[src/rtl/mram_pkg.sv]
// Shared types and constants for the serial MRAM sequencer.
package mram_pkg;

  typedef enum logic [2:0] {
    IDLE,
    SHIFT_IN,
    WRITE_STROBE,
    RD_ACCESS,
    RD_LOAD,
    SHIFT_OUT,
    DONE
  } state_e;

  // MRAM strobes are active low; these are their idle levels.
  localparam logic CHIP_EN_OFF  = 1'b1;
  localparam logic WRITE_EN_OFF = 1'b1;
  localparam logic OUT_EN_OFF   = 1'b1;

  function automatic int unsigned ctr_width(input int unsigned addr_w,
                                            input int unsigned data_w,
                                            input int unsigned rd_len,
                                            input int unsigned wr_len);
    int unsigned m;
    m = addr_w;
    if (data_w > m) m = data_w;
    if (rd_len > m) m = rd_len;
    if (wr_len > m) m = wr_len;
    return $clog2(m + 1);
  endfunction

endpackage

[src/rtl/mram_seq_ctrl_strobe_gen.sv]
// Registered decode of the MRAM strobes from the sequencer's next state.
module mram_strobe_gen
  import mram_pkg::*;
#(
  parameter int unsigned LANES = 2
) (
  input  logic             clk,
  input  logic             rst_n,
  input  state_e           state_i,
  input  logic [LANES-1:0] mask_i,
  output logic             chip_en_o,
  output logic             write_en_o,
  output logic             out_en_o,
  output logic [LANES-1:0] byte_en_n_o
);

  logic             chip_en_d, write_en_d, out_en_d;
  logic [LANES-1:0] byte_en_n_d;

  always_comb begin
    chip_en_d   = CHIP_EN_OFF;
    write_en_d  = WRITE_EN_OFF;
    out_en_d    = OUT_EN_OFF;
    byte_en_n_d = '1;
    unique case (state_i)
      WRITE_STROBE: begin
        chip_en_d   = 1'b0;
        write_en_d  = 1'b0;
        byte_en_n_d = ~mask_i;
      end
      RD_ACCESS, RD_LOAD: begin
        chip_en_d   = 1'b0;
        out_en_d    = 1'b0;
        byte_en_n_d = ~mask_i;
      end
      default: ;
    endcase
  end

  always_ff @(posedge clk or negedge rst_n) begin
    if (!rst_n) begin
      chip_en_o   <= CHIP_EN_OFF;
      write_en_o  <= WRITE_EN_OFF;
      out_en_o    <= OUT_EN_OFF;
      byte_en_n_o <= '1;
    end else begin
      chip_en_o   <= chip_en_d;
      write_en_o  <= write_en_d;
      out_en_o    <= out_en_d;
      byte_en_n_o <= byte_en_n_d;
    end
  end

endmodule

[src/rtl/mram_seq_ctrl.sv]
// Single-operation read/write sequencer between the serial front-end and MRAM pins.
module mram_seq_ctrl
  import mram_pkg::*;
#(
  parameter int unsigned DATA_W   = 16,
  parameter int unsigned ADDR_W   = 20,
  parameter int unsigned RD_WAIT  = 1,
  parameter int unsigned WR_PULSE = 1
) (
  input  logic                clk,
  input  logic                rst_n,
  input  logic                start,
  input  logic                read_write_sel,
  input  logic [DATA_W/8-1:0] byte_sel,
  input  logic                abort,
  output logic                busy,
  output logic                done,
  output logic                data_en,
  output logic                addr_en,
  output logic                send_data,
  output logic                load,
  output logic                data_in_from_MRAM_en,
  output logic                chip_en,
  output logic                write_en,
  output logic                out_en,
  output logic [DATA_W/8-1:0] byte_en_n
);

  localparam int unsigned LANES    = DATA_W / 8;
  localparam int unsigned SHIFT_WR = (ADDR_W > DATA_W) ? ADDR_W : DATA_W;
  localparam int unsigned CW       = ctr_width(ADDR_W, DATA_W, RD_WAIT + 1, WR_PULSE);

  typedef logic [CW-1:0] cnt_t;

  state_e           state_q, state_d;
  cnt_t             cnt_q, cnt_d;
  logic             op_wr_q, op_wr_d;
  logic [LANES-1:0] mask_q, mask_d;
  logic             accept;
  logic busy_q, done_q, data_en_q, addr_en_q, send_q, load_q, pts_en_q;
  logic busy_d, done_d, data_en_d, addr_en_d, send_d, load_d, pts_en_d;

  assign accept  = (state_q == IDLE) && start && !abort;
  assign op_wr_d = accept ? read_write_sel : op_wr_q;
  assign mask_d  = accept ? ((byte_sel == '0) ? '1 : byte_sel) : mask_q;

  always_comb begin
    state_d = state_q;
    unique case (state_q)
      IDLE:         if (accept) state_d = SHIFT_IN;
      SHIFT_IN: begin
        if (op_wr_q && cnt_q == cnt_t'(SHIFT_WR - 1))      state_d = WRITE_STROBE;
        else if (!op_wr_q && cnt_q == cnt_t'(ADDR_W - 1))  state_d = RD_ACCESS;
      end
      WRITE_STROBE: if (cnt_q == cnt_t'(WR_PULSE - 1)) state_d = DONE;
      RD_ACCESS:    if (cnt_q == cnt_t'(RD_WAIT)) state_d = RD_LOAD;
      RD_LOAD:      state_d = SHIFT_OUT;
      SHIFT_OUT:    if (cnt_q == cnt_t'(DATA_W - 1)) state_d = DONE;
      DONE:         state_d = IDLE;
      default:      state_d = IDLE;
    endcase
    if (abort && state_q != IDLE) state_d = IDLE;
    cnt_d = (state_d != state_q || state_q == IDLE) ? '0 : cnt_q + 1'b1;
  end

  // Outputs are decoded from the next state so they register in step with it.
  always_comb begin
    busy_d    = (state_d != IDLE);
    done_d    = (state_d == DONE);
    addr_en_d = (state_d == SHIFT_IN) && (cnt_d < cnt_t'(ADDR_W));
    data_en_d = (state_d == SHIFT_IN) && op_wr_d && (cnt_d < cnt_t'(DATA_W));
    send_d    = (state_d == WRITE_STROBE) || (state_d == RD_ACCESS) || (state_d == SHIFT_OUT);
    load_d    = (state_d == RD_LOAD);
    pts_en_d  = (state_d == RD_LOAD) || (state_d == SHIFT_OUT);
  end

  always_ff @(posedge clk or negedge rst_n) begin
    if (!rst_n) begin
      state_q   <= IDLE;
      cnt_q     <= '0;
      op_wr_q   <= 1'b0;
      mask_q    <= '1;
      busy_q    <= 1'b0;
      done_q    <= 1'b0;
      data_en_q <= 1'b0;
      addr_en_q <= 1'b0;
      send_q    <= 1'b0;
      load_q    <= 1'b0;
      pts_en_q  <= 1'b0;
    end else begin
      state_q   <= state_d;
      cnt_q     <= cnt_d;
      op_wr_q   <= op_wr_d;
      mask_q    <= mask_d;
      busy_q    <= busy_d;
      done_q    <= done_d;
      data_en_q <= data_en_d;
      addr_en_q <= addr_en_d;
      send_q    <= send_d;
      load_q    <= load_d;
      pts_en_q  <= pts_en_d;
    end
  end

  assign busy                 = busy_q;
  assign done                 = done_q;
  assign data_en              = data_en_q;
  assign addr_en              = addr_en_q;
  assign send_data            = send_q;
  assign load                 = load_q;
  assign data_in_from_MRAM_en = pts_en_q;

  mram_strobe_gen #(
    .LANES(LANES)
  ) u_strobe (
    .clk        (clk),
    .rst_n      (rst_n),
    .state_i    (state_d),
    .mask_i     (mask_d),
    .chip_en_o  (chip_en),
    .write_en_o (write_en),
    .out_en_o   (out_en),
    .byte_en_n_o(byte_en_n)
  );

endmodule

[config.mk]
export PLATFORM = sky130hd
export DESIGN_NAME = mram_seq_ctrl
export DESIGN_NICKNAME = d
export VERILOG_FILES = /design/src/rtl/mram_pkg.sv /design/src/rtl/mram_seq_ctrl_strobe_gen.sv /design/src/rtl/mram_seq_ctrl.sv
export SDC_FILE = /design/constraint.sdc
export NUM_CORES = 1
export LEC_CHECK = 0
export ABC_AREA = 0
export CORE_ASPECT_RATIO = 0.8
export CORE_MARGIN = 1.5
export CORE_UTILIZATION = 29
export CTS_BUF_LIST = sky130_fd_sc_hd__clkbuf_2 sky130_fd_sc_hd__clkbuf_4 sky130_fd_sc_hd__clkbuf_8
export DETAILED_ROUTE_END_ITERATION = 10
export PLACE_DENSITY = 0.52
export RECOVER_POWER = 25
export SETUP_SLACK_MARGIN = 0.02
export SLEW_MARGIN = 40
export SYNTH_ARGS = -nofsm -noshare
export SYNTH_HDL_FRONTEND = slang
export SYNTH_SLANG_ARGS = --single-unit
[constraint.sdc]
create_clock -name clk -period 6 [get_ports clk]
set_clock_uncertainty 0.1 [all_clocks]
set_input_delay 1.2 -clock clk [delete_from_list [all_inputs] [get_ports clk]]
set_output_delay 1.2 -clock clk [all_outputs]
set_load 0.005 [all_outputs]
==> flow_summary.yaml, run 1 <==
yosys:
  synth-seq-area-share_pct: 49.05
  synthTopCellsByCount: "dfrtp_1 (16), inv_1 (13), nor2_1 (13)"
  synthCells: 115
  synth_compound_area_share_pct: 13.45
  synth_warnings: 0
  syn_nets: 126
  synth_top_family_by_area: "simple AND/OR/NAND/NOR gates"
  synthSimpleGateAreaFrac_pct: 22.06
  synth_xor_area_share_pct: 2.206
  synthDominantCellAreaShare_pct: 33.61
  synth_edf_count: 0
  yosysMostFrequentCell: "dfrtp_1"
  synth-adder-area-share_pct: 4.202
  synthFlopType: "dfrtp_1"
  muxShareOfSynthArea_pct: 0.9454
  synth.largest_area_cell: "dfrtp_1"
  syn_area_per_cell_sq_um: 10.36
  ys_ff_latch: 23
  postSynth.asyncResetShare_pct: 100.0
  netlist_top_cells_area: "dfrtp_1 (34%), dfstp_2 (15%), ha_1 (4.2%)"
  yosysUniqueCellTypes: 42
  syn_area_sq_um: 1191
final_layout:
  n_fill_cell: 381
  layout.cells.non_filler: 185
  antennaDiodeCount: 0
  fin_nets: 142
  multiInputGateArea_sq_um: 510.5
  drive_above_1_share_pct: 15.38
  area_delta_synth_final_pct: 20.27
  regArea_sq_um: 584.3
grt:
  grt_overflow_total: 0
  grt.met2_usage_pct: 17.09
  met3_usage_pct: 4.047
  first_global_vias: 815
  antenna_found_initial: 0
  top_usage_layer: "met2"
  track_usage_pct: 11.30
  grt_pass1_wl_um: 3719
  grt_max_degree: 24
  grt_util_met1_pct: 14.98
clock_network:
  clock_path_buffers: 2
  clk_latency_ns: 0.26
  cts_setup_buffers: 0
  cts_sinks: 23
  cts_buffers: 3
  postCtsHoldBufs: 0
  cts_tree: "done"
  h-tree-depth: 1
  cts.repair.resized: 0
  clk_pin_slew_ns: 0.08
  clockRootBuffer: "clkbuf_8"
critical_path:
  cp-start-kind: "primary input"
  worst-path-max-fanout: 9
  cp-end-kind: "flip-flop"
  cp_data_required_time_ns: 6.10
  worstSetupPathType: "primary input to flip-flop"
  cp_data_arrival_time_ns: 3.02
place:
  dpl.hpwl_um: 1692
  placedCellCount: 181
  port_buffers: 18
  gp_congestion: 0.8576
routing:
  vias: 856
  first_pass_iters: 4
  wl_per_cell_um: 12.15
  drt-total-wl_um: 2248
  drt_iter0_drc: 29
  drc_errors: 0
  drtAntennaViolNets: 0
  vias_per_cell: 4.627
sta:
  finalSetupViolCount: 0
  timing.setup.tns_ns: 0
  worst_pin_slew_ns: 1.201
  drv_slew: 0
  rsz0062_at_grt: "no"
  fmax_mhz: 342.9
  slew_headroom_pct: 19.92
  min_period_ns: 2.916
  finalCritPeriodShare_pct: 48.60
  hold_viol_final: 0
run:
  max_cap_violations: 0
die:
  placementRows: 20
  die_y_um: 60.32
  coreArea_sq_um: 3879
  die-area_sq_um: 4503
  io_pins: 19
  die_w_um: 74.66
  start_util_pct: 30.71
power:
  peakVddDrop_mv: 0.1177
  netSwitchingFraction_pct: 25.90
  p_clk_share_pct: 28.2
  p_per_area_nw_per_um2: 232.3
  p_seq_share_pct: 54.4
  leakagePower_nw: 0.5994
  p_sw_mw: 0.08619
  intPower_mw: 0.2466
  combPwrFrac_pct: 17.4
min_path:
  worstHoldPathType: "flip-flop to flip-flop"
status:
  status: "complete, no violations"
==> state kept, by name, indices dropped and copies added, names as in the netlist, 2 cells and up <==
name                  flops
u_strobe.byte_en_n_o      2
state_q                   3
cnt_q                     5
mask_q                    2
==> stage by stage <==
step / power (mW) / hold WS [ns] / worst slack [ns] / cell area [sq um] / util, %
6_report: 0.3328 / 0.4082 / 3.084 / 1433 / 36.94
5_1_grt: 0.3565 / 0.4625 / 2.984 / 1433 / 36.94
4_1_cts: 0.3404 / 0.4140 / 3.093 / 1434 / 36.97
3_5_place_dp: 0.2439 / 0.4019 / 2.813 / 1388 / 35.77
3_3_place_gp: 0.2419 / 0.3960 / 2.935 / 1393 / 35.90
2_1_floorplan: 0.2184 / 0.3845 / 3.464 / 1191 / -
==> kinds of logic after synthesis <==
group | count (synthesis)
multiplexers | 1
adder cells (fa/ha/maj) | 4
XOR/XNOR | 3
flip-flops | 23
AND/OR/NAND/NOR | 45
buffers and inverters | 20
AO/OA/AOI/OAI | 19
==> power groups by stage <==
stage          combinational (mW)  clock, mW  sequential, mW
6_report                   0.0579     0.0939           0.181
4_1_cts                    0.0593     0.0995           0.181
5_1_grt                    0.0650      0.108           0.183
3_3_place_gp               0.0579          0           0.184
3_5_place_dp               0.0594          0           0.185
2_1_floorplan              0.0384          0           0.180
==> per-layer routing <==
| layer | up-vias | share of wire, % |
|---|---|---|
| li1 | 426 | - |
| met1 | 405 | 49 |
| met2 | 23 | 45 |
| met3 | 2 | 5.0 |
| met4 | 0 | 0.67 |
| met5 | - | 0 |
==> worst paths after layout <==
check                      startpoint                   end  slack, ns  cells after the start
max                             abort               data_en       3.08                      7
min                         mask_q[1]             mask_q[1]       0.41                      2
max reg2reg                  cnt_q[0]               addr_en       3.41                      8
min reg2reg                 mask_q[1]             mask_q[1]       0.41                      2
max in group asynchronous       rst_n               addr_en       4.03                      1
min in group asynchronous       rst_n  data_in_from_MRAM_en       1.06                      1
==> layout by cell type, fill, tap and decap left out, types with 2 or more instances in the layout <==
cell,count
clkdlybuf4s50_1,17
a31oi_1,4
a211o_1,2
a311oi_1,2
dfrtp_1,16
dfstp_2,7
nand3_1,4
nor4_1,2
nand2_1,7
ha_1,4
nand2b_1,5
inv_1,13
nor3_2,3
xor2_1,2
clkbuf_8,3
nor2_1,13
==> worst max-delay path, cell delays in order <==
cell             delay [ns]
clkdlybuf4s50_1        0.57
nor3b_1                0.25
a2111oi_0              0.10
a311oi_1               0.43
nand2_1                0.16
inv_1                  0.14
o2111a_1               0.18
==> cell type report <==
cell class              count  area share [%]
flip-flops and latches     23           40.79
inverters                  13           3.406
well taps                  55           4.804
multi-input cells          72           35.63
clock buffers               3           2.882
repair buffers             18           12.14
clock inverters             1          0.3493
(Power assumes the default switching activity.)
==> inputs of run 2 (changes only) <==
Settings changed: PLACE_DENSITY 0.52 to 0.54.
Clock period 6 ns to 2.4 ns, I/O delays scaled along.
==> flow_summary.yaml, run 2 (synthesis results as in run 1) <==
status:
  status: "complete, no violations"
clock_network:
  cts.repair.resized: 0
  postCtsHoldBufs: 0
  clockRootBuffer: "clkbuf_8"
  clk_pin_slew_ns: 0.08
  clock_path_buffers: 2
  h-tree-depth: 1
  cts_buffers: 3
  cts_setup_buffers: 0
  cts_tree: "done"
  clk_latency_ns: 0.27
  cts_sinks: 23
power:
  p_clk_share_pct: 28.1
  p_seq_share_pct: 52.0
  leakagePower_nw: 0.6560
  combPwrFrac_pct: 19.8
  netSwitchingFraction_pct: 26.89
  intPower_mw: 0.6345
  p_per_area_nw_per_um2: 568.6
  peakVddDrop_mv: 0.3339
  p_sw_mw: 0.2334
final_layout:
  final_util_pct: 39.35
  largest_reg_flops: 5
  drive_above_1_share_pct: 22.70
  area_delta_synth_final_pct: 28.15
  largest_register: "cnt_q"
  n_fill_cell: 376
  regArea_sq_um: 584.3
  final_cell_area_sq_um: 1526
  mostFrequentLayoutCell: "clkdlybuf4s50_1"
  reg.largest.list: "cnt_q (5), state_q (3)"
  fin_nets: 153
  layout.cells.non_filler: 196
  multiInputGateArea_sq_um: 519.2
  antennaDiodeCount: 0
  layout_common_cells: "clkdlybuf4s50_1 (17), dfrtp_1 (16), inv_1 (13), nor2_1 (13), buf_4 (10)"
sta:
  min_period_ns: 2.290
  hold_viol_final: 0
  fmax_mhz: 436.7
  finalCritPeriodShare_pct: 95.40
  timing.setup.tns_ns: 0
  drv_slew: 0
  fin_ws_ns: 0.1104
  finalSetupViolCount: 0
  slew_headroom_pct: 17.91
  rsz0062_at_grt: "no"
  worst_pin_slew_ns: 1.231
critical_path:
  worst-path-max-fanout: 5
  cp_data_required_time_ns: 2.46
  cp-end-kind: "flip-flop"
  worstSetupPathType: "flip-flop to flip-flop"
  cp_data_arrival_time_ns: 2.35
  r2r.worst_path.cells: 8
  cp-start-kind: "flip-flop"
die:
  placementRows: 20
  start_util_pct: 30.71
  die-area_sq_um: 4503
  coreArea_sq_um: 3879
  die_w_um: 74.66
  io_pins: 19
  die_y_um: 60.32
min_path:
  worstHoldPathType: "flip-flop to flip-flop"
  min_path_cells: 2
place:
  gp_congestion: 0.8289
  post-place-ws_ns: 0.06233
  port_buffers: 18
  place_area_sq_um: 1475
  dpl.hpwl_um: 1759
  placedCellCount: 192
routing:
  wl_per_cell_um: 12.04
  drt-total-wl_um: 2359
  drtAntennaViolNets: 0
  first_pass_iters: 4
  drc_errors: 0
  drt_iter0_drc: 63
  vias_per_cell: 4.602
  vias: 902
grt:
  antenna_found_initial: 0
  first_global_vias: 891
  grt_overflow_total: 0
  grt_max_degree: 24
  track_usage_pct: 12.10
  grt_pass1_wl_um: 4064
run:
  max_cap_violations: 0
run 2: cell count changes in the layout (fill, tap and decap cells not counted), sizes merged:
cell	change
buf	+10
dlygate4sd3	+1
run 2: layout make-up:
class / count / share of cell area, %
timing repair buffer: 29 / 16.97
clock buffer: 3 / 2.705
clock inverter: 1 / 0.3279
inverter: 13 / 3.197
tap: 55 / 4.508
multi-input combinational: 72 / 34.02
sequential: 23 / 38.28
run 2: routing by layer:
layer / track usage [%] / share of wire (%) / up-vias
met1: 15.94 / 48 / 426
li1: - / - / 450
met2: 18.75 / 45 / 22
met5: 0 / 0 / -
met3: 4.216 / 5.3 / 4
met4: 3.896 / 1.3 / 0
run 2: power by group through the flow:
stage | registers [mW] | logic (mW) | clock network, mW
floorplan | 0.450 | 0.0959 | 0
global route | 0.455 | 0.192 | 0.272
global placement | 0.457 | 0.171 | 0
CTS | 0.452 | 0.174 | 0.253
detailed placement | 0.459 | 0.173 | 0
finish | 0.452 | 0.172 | 0.244
run 2: worst paths after layout:
path,startpoint,slack (ns),to
min,mask_q[0],0.43,mask_q[0]
min reg2reg,mask_q[0],0.43,mask_q[0]
max in group asynchronous,rst_n,0.59,op_wr_q
min in group asynchronous,rst_n,0.89,done
max reg2reg,cnt_q[1],0.11,addr_en
max,cnt_q[1],0.11,addr_en
run 2: through the flow:
| step | total power [mW] | hold slack [ns] |
|---|---|---|
| final | 0.8679 | 0.4281 |
| after detailed placement | 0.6319 | 0.4171 |
| after global placement | 0.6282 | 0.4001 |
| after global routing | 0.9195 | 0.4445 |
| after CTS | 0.8786 | 0.4313 |
| after floorplan | 0.5460 | 0.08441 |
run 2: critical path, stage by stage (launching register included):
cell and delay [ns]:
dfrtp_1 0.41, ha_1 0.20, and3_1 0.18, ha_1 0.19, nand2_2 0.11, nand2_1 0.07, a211o_1 0.28, a211o_1 0.31
o311a_1 0.33
==> inputs of run 3 (changes only) <==
Settings changed: CORE_ASPECT_RATIO 0.8 to 0.9.
==> flow_summary.yaml, run 3 (synthesis results as in run 1) <==
routing:
  drc_errors: 0
  met3_length_um: 125
  drtAntennaViolNets: 0
  met1Wirelength_um: 1065
  vias_per_cell: 4.872
  drt-total-wl_um: 2390
  drt_iter0_drc: 23
  wl_per_cell_um: 12.78
  top_layer_used: "met4"
  first_pass_iters: 4
  wl_met2_um: 1185
  vias: 911
sta:
  min_period_ns: 2.278
  fmax_mhz: 439.0
  timing.hold.ws_ns: 0.4162
  fin_ws_ns: 0.1222
  finalCritPeriodShare_pct: 94.91
  worst_pin_slew_ns: 1.210
  finalSetupViolCount: 0
  rsz0062_at_grt: "yes"
  drv_slew: 0
  slew_headroom_pct: 19.32
  hold_viol_final: 0
final_layout:
  reg.largest.list: "cnt_q (5), state_q (3)"
  largest_reg_flops: 5
  fin_nets: 153
  layout_common_cells: "clkdlybuf4s50_1 (17), dfrtp_1 (16), inv_1 (13), nor2_1 (13), buf_4 (10)"
  area_delta_synth_final_pct: 26.79
  multiInputGateArea_sq_um: 514.2
  antennaDiodeCount: 0
  regArea_sq_um: 584.3
  final_util_pct: 39.37
  mostFrequentLayoutCell: "clkdlybuf4s50_1"
  largest_register: "cnt_q"
  n_fill_cell: 384
  drive_above_1_share_pct: 21.99
min_path:
  worstHoldPathType: "flip-flop to flip-flop"
  hold_start: "mask_q[1]"
die:
  placementRows: 21
  die_y_um: 63.80
  die-area_sq_um: 4501
  die_w_um: 70.56
  coreArea_sq_um: 3836
  io_pins: 19
  start_util_pct: 31.05
critical_path:
  crit_top_cell: "ha_1"
  cp_data_required_time_ns: 2.50
  startpoint: "cnt_q[0]"
  cp-end-kind: "flip-flop"
  worst-path-max-fanout: 7
  worstPathCellList: "ha_1 -> and3_1 -> ha_1 -> nand2_2 -> nor3_1 -> or3_1 -> nor3_2 -> o2111a_1"
  cp_data_arrival_time_ns: 2.38
  cpPeakStageDelay_ns: 0.49
  reg2reg_from: "cnt_q[0]"
  worstSetupPathType: "flip-flop to flip-flop"
  cp-start-kind: "flip-flop"
  crit_slowest_cell: "or3_1"
grt:
  grt_overflow_total: 0
  antenna_found_initial: 0
  first_global_vias: 846
  grt_max_degree: 24
  track_usage_pct: 11.06
  grt_pass1_wl_um: 3967
power:
  peakVddDrop_mv: 0.2162
  leakagePower_nw: 0.6554
  total_power_mw: 0.8598
  p_per_area_nw_per_um2: 569.3
place:
  port_buffers: 18
  dpl.hpwl_um: 1744
  post-place-ws_ns: 0.001179
  gp_congestion: 0.7757
clock_network:
  cts_tree: "done"
  clk_pin_slew_ns: 0.08
  clock_path_buffers: 2
  cts_buffers: 3
  postCtsHoldBufs: 0
  clockRootBuffer: "clkbuf_8"
  cts_sinks: 23
  clk_latency_ns: 0.26
  h-tree-depth: 1
run:
  max_cap_violations: 0
status:
  status: "complete, no violations"
[run 3: power by group]
group / total [mW] / internal (mW) / leakage (nW) / switching [mW]
Clock: 0.236 / 0.116 / 0.0255 / 0.121
Sequential: 0.449 / 0.429 / 0.284 / 0.0202
Combinational: 0.174 / 0.0902 / 0.345 / 0.0840
Total: 0.860 / 0.635 / 0.655 / 0.225
[run 3: per-layer routing]
metal  up-vias  GRT usage, %
met1       437         14.61
met2        26         18.40
met5         -             0
li1        446             -
met4         0         1.415
met3         2         3.470
[run 3: worst max-delay path, delay by kind of cell (launching register included)]
family | cells | cell delay (ns)
and+or+nand+nor | 5 | 1.11
AOI/OAI and AO/OA | 1 | 0.21
DFF | 1 | 0.38
adders and majority gates | 2 | 0.41
[run 3: cell type report]
| class | count | area share, % |
|---|---|---|
| clock buffers | 3 | 2.734 |
| clock inverters | 1 | 0.3314 |
| inverters | 13 | 3.231 |
| multi-input cells | 72 | 34.05 |
| flip-flops and latches | 23 | 38.69 |
| well taps | 46 | 3.811 |
| repair buffers | 29 | 17.15 |
[run 3: worst paths after layout]
check / end / slack [ns] / cells after the start
worst max-delay path: data_en / 0.12 / 8
worst min-delay path: mask_q[1] / 0.42 / 2
worst max register to register: data_en / 0.12 / 8
worst min register to register: mask_q[1] / 0.42 / 2
max in group asynchronous: cnt_q[1] / 0.60 / 2
min in group asynchronous: send_data / 0.88 / 2
[run 3: per-stage QoR]
| stage | TNS [ns] | area [sq um] | instances |
|---|---|---|---|
| 2_1_floorplan | 0 | 1191 | 115 |
| 3_3_place_gp | 0 | 1456 | 182 |
| 3_5_place_dp | 0 | 1456 | 182 |
| 4_1_cts | 0 | 1503 | 186 |
| 5_1_grt | -0.003507 | 1510 | 187 |
| 6_report | 0 | 1510 | 187 |
[run 3: what timing repair did]
item,4_1_cts,5_1_grt
resized for setup,0,2
hold endpoints to repair,0,0
setup buffers,0,1
setup endpoints to repair,0,4
